===== src/rtl/sample_epoch_cnt.sv =====
// Two-level sample/epoch sequencer with IDLE/RUN/DONE control.
// Define CNT_DOWN_EN to add the 'dir' port for down-counting the sample index.
module sample_epoch_cnt #(
  parameter int IDX_W      = 8,
  parameter int SAMPLES    = 200,
  parameter int EP_W       = 8,
  parameter int MAX_EPOCHS = 100
) (
  input  logic             clk,
  input  logic             rst,
  input  logic             clr,
  input  logic             start,
  input  logic             enable,
  input  logic             stop_req,
  input  logic             load_en,
  input  logic [IDX_W-1:0] load_val,
`ifdef CNT_DOWN_EN
  input  logic             dir,
`endif
  output logic [IDX_W-1:0] idx,
  output logic [EP_W-1:0]  epoch,
  output logic             last_idx,
  output logic             epoch_tick,
  output logic             busy,
  output logic             done
);

  typedef enum logic [1:0] {
    IDLE = 2'd0,
    RUN  = 2'd1,
    DONE = 2'd2
  } state_t;

  localparam logic [IDX_W-1:0] LAST_UP = IDX_W'(SAMPLES - 1);
  localparam logic [EP_W-1:0]  LAST_EP = EP_W'(MAX_EPOCHS - 1);

  state_t           state, state_n;
  logic [IDX_W-1:0] idx_n;
  logic [EP_W-1:0]  epoch_n;
  logic             stop_pend, stop_pend_n;
  logic             tick_n;

  logic             count_down;
  logic [IDX_W-1:0] term_idx;
  logic [IDX_W-1:0] wrap_idx;
  logic             at_term;
  logic             load_ok;
  logic             wrap;

`ifdef CNT_DOWN_EN
  assign count_down = dir;
`else
  assign count_down = 1'b0;
`endif

  assign term_idx = count_down ? '0 : LAST_UP;
  assign wrap_idx = count_down ? LAST_UP : '0;
  assign at_term  = (idx == term_idx);
  assign load_ok  = ({1'b0, load_val} < (IDX_W + 1)'(SAMPLES));
  // A wrap is held off in the cycle right after a tick, which can only occur
  // when dir flips onto the new terminal; this keeps epoch_tick single-cycle.
  assign wrap     = enable && at_term && !epoch_tick;

  assign busy     = (state == RUN);
  assign done     = (state == DONE);
  assign last_idx = busy && at_term;

  always_ff @(posedge clk) begin
    if (rst) begin
      state      <= IDLE;
      idx        <= '0;
      epoch      <= '0;
      stop_pend  <= 1'b0;
      epoch_tick <= 1'b0;
    end else begin
      state      <= state_n;
      idx        <= idx_n;
      epoch      <= epoch_n;
      stop_pend  <= stop_pend_n;
      epoch_tick <= tick_n;
    end
  end

  always_comb begin
    state_n     = state;
    idx_n       = idx;
    epoch_n     = epoch;
    stop_pend_n = stop_pend;
    tick_n      = 1'b0;

    if (clr) begin
      state_n     = IDLE;
      idx_n       = '0;
      epoch_n     = '0;
      stop_pend_n = 1'b0;
    end else begin
      case (state)
        IDLE, DONE: begin
          if (start) begin
            state_n     = RUN;
            idx_n       = wrap_idx;
            epoch_n     = '0;
            stop_pend_n = 1'b0;
          end
        end
        RUN: begin
          if (stop_req) stop_pend_n = 1'b1;
          if (load_en) begin
            idx_n = load_ok ? load_val : LAST_UP;
          end else if (wrap) begin
            tick_n = 1'b1;
            if (epoch == LAST_EP || stop_pend || stop_req) begin
              state_n     = DONE;
              stop_pend_n = 1'b0;
            end else begin
              idx_n   = wrap_idx;
              epoch_n = epoch + EP_W'(1);
            end
          end else if (enable && !at_term) begin
            idx_n = count_down ? idx - IDX_W'(1) : idx + IDX_W'(1);
          end
        end
        default: begin
          state_n     = IDLE;
          idx_n       = '0;
          epoch_n     = '0;
          stop_pend_n = 1'b0;
        end
      endcase
    end
  end

endmodule


===== config.mk =====
export PLATFORM = sky130hd
export DESIGN_NAME = sample_epoch_cnt
export DESIGN_NICKNAME = d
export VERILOG_FILES = /design/src/rtl/sample_epoch_cnt.sv
export SDC_FILE = /design/constraint.sdc
export NUM_CORES = 1
export LEC_CHECK = 0
export BUFFER_PORTS_ARGS = -buffer_cell sky130_fd_sc_hd__buf_4
export CAP_MARGIN = 5
export CORE_UTILIZATION = 45
export CTS_CLUSTER_DIAMETER = 150
export CTS_CLUSTER_SIZE = 30
export DETAILED_ROUTE_END_ITERATION = 7
export PLACE_DENSITY_LB_ADDON = 0.1
export SLEW_MARGIN = 20
export SYNTH_ARGS = -nofsm -noshare
export SYNTH_HDL_FRONTEND = slang
export SYNTH_SLANG_ARGS = --single-unit

===== constraint.sdc =====
create_clock -name clk -period 2 [get_ports clk]
set_input_delay 0.4 -clock clk [delete_from_list [all_inputs] [get_ports clk]]
set_output_delay 0.4 -clock clk [all_outputs]
set_load 0.05 [all_outputs]

==> metrics.cfg, run 1 <==
[detailed_routing]
avgRoutedWirePerCell_um=13.9
num_vias=1337
drtIter0Drc=30
ant_nets=0
drc=0
wl_mm=3.11
dr.pass1.iters=4
via_per_inst=5.97

[global_route]
grt_pass1_vias=1158
antenna_found_initial=0
grt_overflow_total=0
grt_max_degree=13
grt_usage_pct=24.0
grt_pass1_wl_mm=4.89

[yosys]
async_flop_share_pct=0
synth_top_area_cell=dfxtp_1
ys_seq_area_share_pct=34.5
yosysMostFrequentCell=dfxtp_1
synth.distinct_cells=42
synth.top_cell.area_share_pct=34.5
synth-seq-cells=20
syn_avg_cell_area_um2=8.12
synth_edf_count=0
synth_area_leaders=dfxtp_1 34%, o21ai_0 6.5%, a21oi_1 6.0%
yosysWarnings=0
synth_flop_cell=dfxtp_1
synth_area_mm2=0.00116
synthTopCellsByCount=20 x dfxtp_1, 15 x o21ai_0, 14 x a21oi_1
syn_inst=143
syn_nets=160

[worst_setup_path]
crit_end=epoch[7]
crit_chain=or3_4 > o41ai_4 > o211ai_4 > or4_1 > a21oi_1
arrival_ps=2260
critPathLaunch=idx[4]
rrSetupSlack_ps=-30
cp_top_family=simple AND/OR/NAND/NOR gates
critPathMaxStageDelay_ps=480
r2r_cells=5
crit_fanout=7
required_ps=2230
r2r_start=idx[4]
timing.rr.end=epoch[7]
criticalPathCategory=flop to flop
critPathLaunchType=flop
path_depth=5
end_kind=flop
critPathSlowestCell=or4_1
critPathBufInv=0

[cts]
clk_latency_ps=310
numCtsBuffers=3
cts_tree=done
clk_path_buf_depth=2
cts_num_sinks=20
cts-root-buf=clkbuf_4
ctsHoldBuffers=0
clk_pin_slew_ps=120
htreeDepth=1

[die]
die_area_mm2=0.00279
core_mm2=0.00245
row_count=18
die_y_um=52.8
initial_core_util_pct=47.3
die_x_um=52.8
num_io_pins=35

[timing]
drv_slew=0
clock.fmax_ghz=0.493
min_period_ps=2030
hold_violations=0
setup_tns_ps=-31.6
tightest_slew_ps=627
hold_slack_ps=341
finClkSkew_ps=5.71
slew_headroom_pct=57.9
timing.final.crit_share_pct=101
setup_viol=2
setup_slack_ps=-29.4
rsz0062_at_grt=yes

[layout]
final-instance-count-excl-fill=224
areaGrowthSynthToFinish_pct=43.4
drive_above_1_share_pct=41.8
final_net_count=212
diodes=0

[flow_run]
cap_violations=0

[power]
powerDensity_mw_per_mm2=469
p_leak_nw=0.666
vdd_drop_max_uv=311
totalPowerFinal_mw=0.781

[run_status]
status=complete, but fails checks
violations=setup timing

[placed_design]
io_buffers=34
dp.cells=218
pre_cts_ws_ps=-54.6
hpwl_mm=2.36
place_congestion=0.819

[hold_path]
min_path_type=primary input to flop

[report_power, final]
| part | switching (mW) | total, mW | leakage (nW) | internal (mW) |
|---|---|---|---|---|
| Combinational | 0.0760 | 0.137 | 0.476 | 0.0615 |
| Clock | 0.131 | 0.242 | 0.0210 | 0.111 |
| Sequential | 0.00404 | 0.401 | 0.169 | 0.397 |
[cell families (layout without fill, tap and decap cells)]
logic type	Yosys count	in the layout	share of synthesized area, %
flip-flops	20	20	34.5
XOR/XNOR	2	2	1.51
adder cells (fa/ha/maj)	2	2	2.15
AO/OA/AOI/OAI	45	45	25.5
buffers and inverters	8	59	3.56
AND/OR/NAND/NOR	62	62	29.3
multiplexers	4	4	3.45
[placed cells by master, fill, tap and decap left out, drive strengths merged, types with 6 or more instances in the layout]
master | Yosys | layout
a21oi | 14 | 14
buf | 2 | 52
dfxtp | 20 | 20
nand2 | 10 | 10
nand3 | 8 | 8
nor2 | 12 | 12
o21ai | 17 | 17
or3 | 6 | 6
[how the worst min path moves through the flow]
| stage | from | endpoint | slack [ps] | cells after the start |
|---|---|---|---|---|
| finish | clr | epoch_tick | 340 | 4 |
| global route | clr | epoch_tick | 370 | 4 |
| CTS | clr | epoch_tick | 330 | 4 |
| detailed placement | epoch[0] | epoch[0] | 490 | 2 |
| global placement | epoch[1] | epoch[1] | 480 | 2 |
| floorplan | state[1] | state[1] | 480 | 2 |
[metal layers]
| metal | vias up | wire length (um) | global-route usage (%) |
|---|---|---|---|
| li1 | 634 | - | - |
| met1 | 634 | 1330 | 28.3 |
| met2 | 58 | 1500 | 40.9 |
| met3 | 11 | 173 | 3.77 |
| met4 | 0 | 104 | 13.2 |
| met5 | - | 0 | 0 |
[area by class of cell]
cell class | count | area, um2
Inverter | 3 | 11.3
Fill cell | 201 | 790
Clock buffer | 4 | 36.3
Timing Repair Buffer | 52 | 398
Multi-Input combinational cell | 115 | 756
Tap cell | 30 | 37.5
Sequential cell | 20 | 427
[worst reg2reg max path, cell delays in order (launching register included)]
cell and delay, ps:
dfxtp_2 340, or3_4 400, o41ai_4 420, o211ai_4 170, or4_1 480, a21oi_1 150
[per-stage QoR]
stage	cell area (um2)	util (%)
6_report	1670	67.8
5_1_grt	1670	67.8
4_1_cts	1650	67.3
3_5_place_dp	1590	64.6
3_3_place_gp	1590	64.6
2_1_floorplan	1200	-
[flip-flops by register name (all words and copies together) (netlist names)]
name        cells
epoch           8
idx             8
state           2
epoch_tick      1
stop_pend       1
[what timing repair did]
| action | 4_1_cts | 5_1_grt |
|---|---|---|
| gates resized for setup | 3 | 3 |
| endpoints found under the setup margin | 5 | 14 |
| hold endpoints to repair | 0 | 0 |
| pin swaps | 4 | 2 |
| buffers inserted | 2 | 0 |
(Power assumes the default switching activity.)
==> inputs of run 2 (changes only) <==
--- a/config.mk
+++ b/config.mk
@@ -5,7 +5,7 @@
 export SDC_FILE = /design/constraint.sdc
 export NUM_CORES = 1
 export LEC_CHECK = 0
-export BUFFER_PORTS_ARGS = -buffer_cell sky130_fd_sc_hd__buf_4
+export BUFFER_PORTS_ARGS = -buffer_cell sky130_fd_sc_hd__clkbuf_2
 export CAP_MARGIN = 5
 export CORE_UTILIZATION = 45
 export CTS_CLUSTER_DIAMETER = 150
==> run 2 against run 1 <==
The run still ends with setup timing left. Via count fell by 1.3%. Design area fell by 1.6%. Wire length rose by 3.2%. Hold slack improved by 4.3 ps. Global-route usage rose by 0.36 points. Non-clock buffer count rose by 3. Register-to-register slack barely moved. Sequential power barely moved. Total power rose by 12%. Sequential cell count did not move. Critical path depth rose by 1. First-iteration DRC count fell by 10%. Critical path type unchanged. Largest power group unchanged. Highest routed layer unchanged.
==> metrics.cfg, run 2 (same netlist as run 1, synthesis figures left out) <==
[run_status]
status=complete, but fails checks
violations=setup timing

[worst_setup_path]
end_kind=flop
timing.rr.end=epoch[7]
r2r_start=idx[3]
critPathLaunch=idx[3]
required_ps=2230  ; about the same
critPathLaunchType=flop
critPathBufInv=1  ; +1
r2r_cells=6  ; +1
rrSetupSlack_ps=-30  ; about the same
crit_chain=or3_4 > o41ai_4 > buf_4 > o211ai_4 > or4_1 > a21oi_1
crit_end=epoch[7]
cp_top_family=simple AND/OR/NAND/NOR gates
arrival_ps=2260  ; about the same
criticalPathCategory=flop to flop
critPathSlowestCell=or4_1
critPathMaxStageDelay_ps=480  ; about the same
path_depth=6  ; +1
crit_fanout=5  ; -2

[detailed_routing]
ant_nets=0  ; unchanged
num_vias=1320  ; -1.3%
via_per_inst=5.79  ; -3.0%
drtIter0Drc=27  ; -10%
dr.pass1.iters=4  ; unchanged
wl_mm=3.21  ; +3.2%
drc=0  ; unchanged
avgRoutedWirePerCell_um=14.1  ; +1.4%

[timing]
clock.fmax_ghz=0.492  ; -0.20%
min_period_ps=2030  ; +4.04 ps
setup_slack_ps=-33.5  ; -4.04 ps
setup_viol=4  ; +2
slew_headroom_pct=63.4  ; +5.5 points
hold_slack_ps=346  ; +4.33 ps
tightest_slew_ps=545  ; -82.1 ps
timing.final.crit_share_pct=102  ; +0.20 points
finClkSkew_ps=4.07  ; -1.64 ps
hold_violations=0  ; unchanged
drv_slew=0  ; unchanged
rsz0062_at_grt=yes

[die]
initial_core_util_pct=47.3  ; unchanged
die_area_mm2=0.00279  ; unchanged
num_io_pins=35  ; unchanged
core_mm2=0.00245  ; unchanged
die_y_um=52.8  ; unchanged
row_count=18  ; unchanged
die_x_um=52.8  ; unchanged

[layout]
areaGrowthSynthToFinish_pct=41.2
final_core_util_pct=66.8  ; -1.1 points
diodes=0  ; unchanged
reg_top3=epoch (8), idx (8), state (2)
final_net_count=216  ; +1.9%
layout_common_cells=32 x clkbuf_2, 20 x buf_4, 14 x a21oi_1, 12 x nor2_1, 12 x o21ai_0
drive_above_1_share_pct=42.9  ; +1.2 points
final_common_cell=clkbuf_2
fillers=203  ; +1.0%

[global_route]
antenna_found_initial=0  ; unchanged
grt_pass1_wl_mm=5.02  ; +2.8%
grt_usage_pct=24.4  ; +0.36 points
grt_pass1_vias=1117  ; -3.5%
grt_overflow_total=0  ; unchanged
grt_max_degree=13  ; unchanged

[cts]
cts_num_sinks=20  ; unchanged
clk_pin_slew_ps=120  ; about the same
htreeDepth=1  ; unchanged
numCtsBuffers=3  ; unchanged
cts-root-buf=clkbuf_4
cts_tree=done
clk_path_buf_depth=2  ; unchanged
ctsHoldBuffers=0  ; unchanged
clk_latency_ps=300  ; about the same

[hold_path]
min_path_type=primary input to flop

[placed_design]
hpwl_mm=2.29  ; -3.0%
io_buffers=34  ; unchanged
place_congestion=0.811  ; -0.93%

[power]
p_leak_nw=0.675  ; +1.4%
vdd_drop_max_uv=340  ; +9.5%
powerDensity_mw_per_mm2=534  ; +14%

[flow_run]
cap_violations=0  ; unchanged

[run 2: cell types whose count changed in the layout (fill, tap and decap cells not counted), moves of 3 or more]
cell / previous run / this run
buf_4: 50 / 20
clkbuf_2: 0 / 32
o21ai_0: 15 / 12
o21ai_1: 2 / 5
[run 2: worst min-delay path by stage]
stage,to,cells after the start,start
finish,epoch_tick,4,clr
global route,epoch_tick,4,rst
CTS,epoch_tick,4,clr
detailed placement,epoch[1],2,epoch[1]
global placement,epoch[7],2,epoch[7]
floorplan,state[1],2,state[1]
[run 2: routing by layer]
layer / routed length (um) / global-route usage, %
met5: 0 / 0
met4: 10 / 7.46
met3: 159 / 4.06
met2: 1600 / 40.9
met1: 1440 / 31.3
[run 2: timing repair]
item	4_1_cts	5_1_grt
gates cloned	1	1
setup endpoints to repair	4	17
gates resized for setup	4	9
pin swaps	2	5
setup buffers	1	3
[run 2: stage by stage]
step	area [um2]	setup slack [ps]	instances	power (mW)	TNS, ps
CTS	1590	-46.9	224	0.870	-50.1
global placement	1500	11.3	218	0.522	0
global route	1640	-101	228	0.918	-688
detailed placement	1500	-72.4	218	0.525	-144
floorplan	1200	-118	143	0.488	-380
finish	1640	-33.5	228	0.875	-55.3
[run 2: cell type report]
type	instances	area (um2)	area share [%]
Clock buffer	3	22.5	1.37
Sequential cell	20	425	26.0
Timing Repair Buffer	55	338	20.6
Tap cell	30	37.5	2.29
Multi-Input combinational cell	116	774	47.3
Inverter	3	11.3	0.687
Clock inverter	1	30.0	1.83
[run 2: worst register-to-register path: cells and delay by family, from the launching register on]
kind                   cells  cell delay [ps]
DFF                        1              340
and+or+nand+nor            2              880
AOI/OAI and AO/OA          3              560
buffers and inverters      1              190
[run 2: report_power, final]
group / internal, mW / switching (mW)
clock: 0.202 / 0.132
sequential: 0.397 / 0.00397
combinational: 0.0591 / 0.0806
total: 0.658 / 0.217
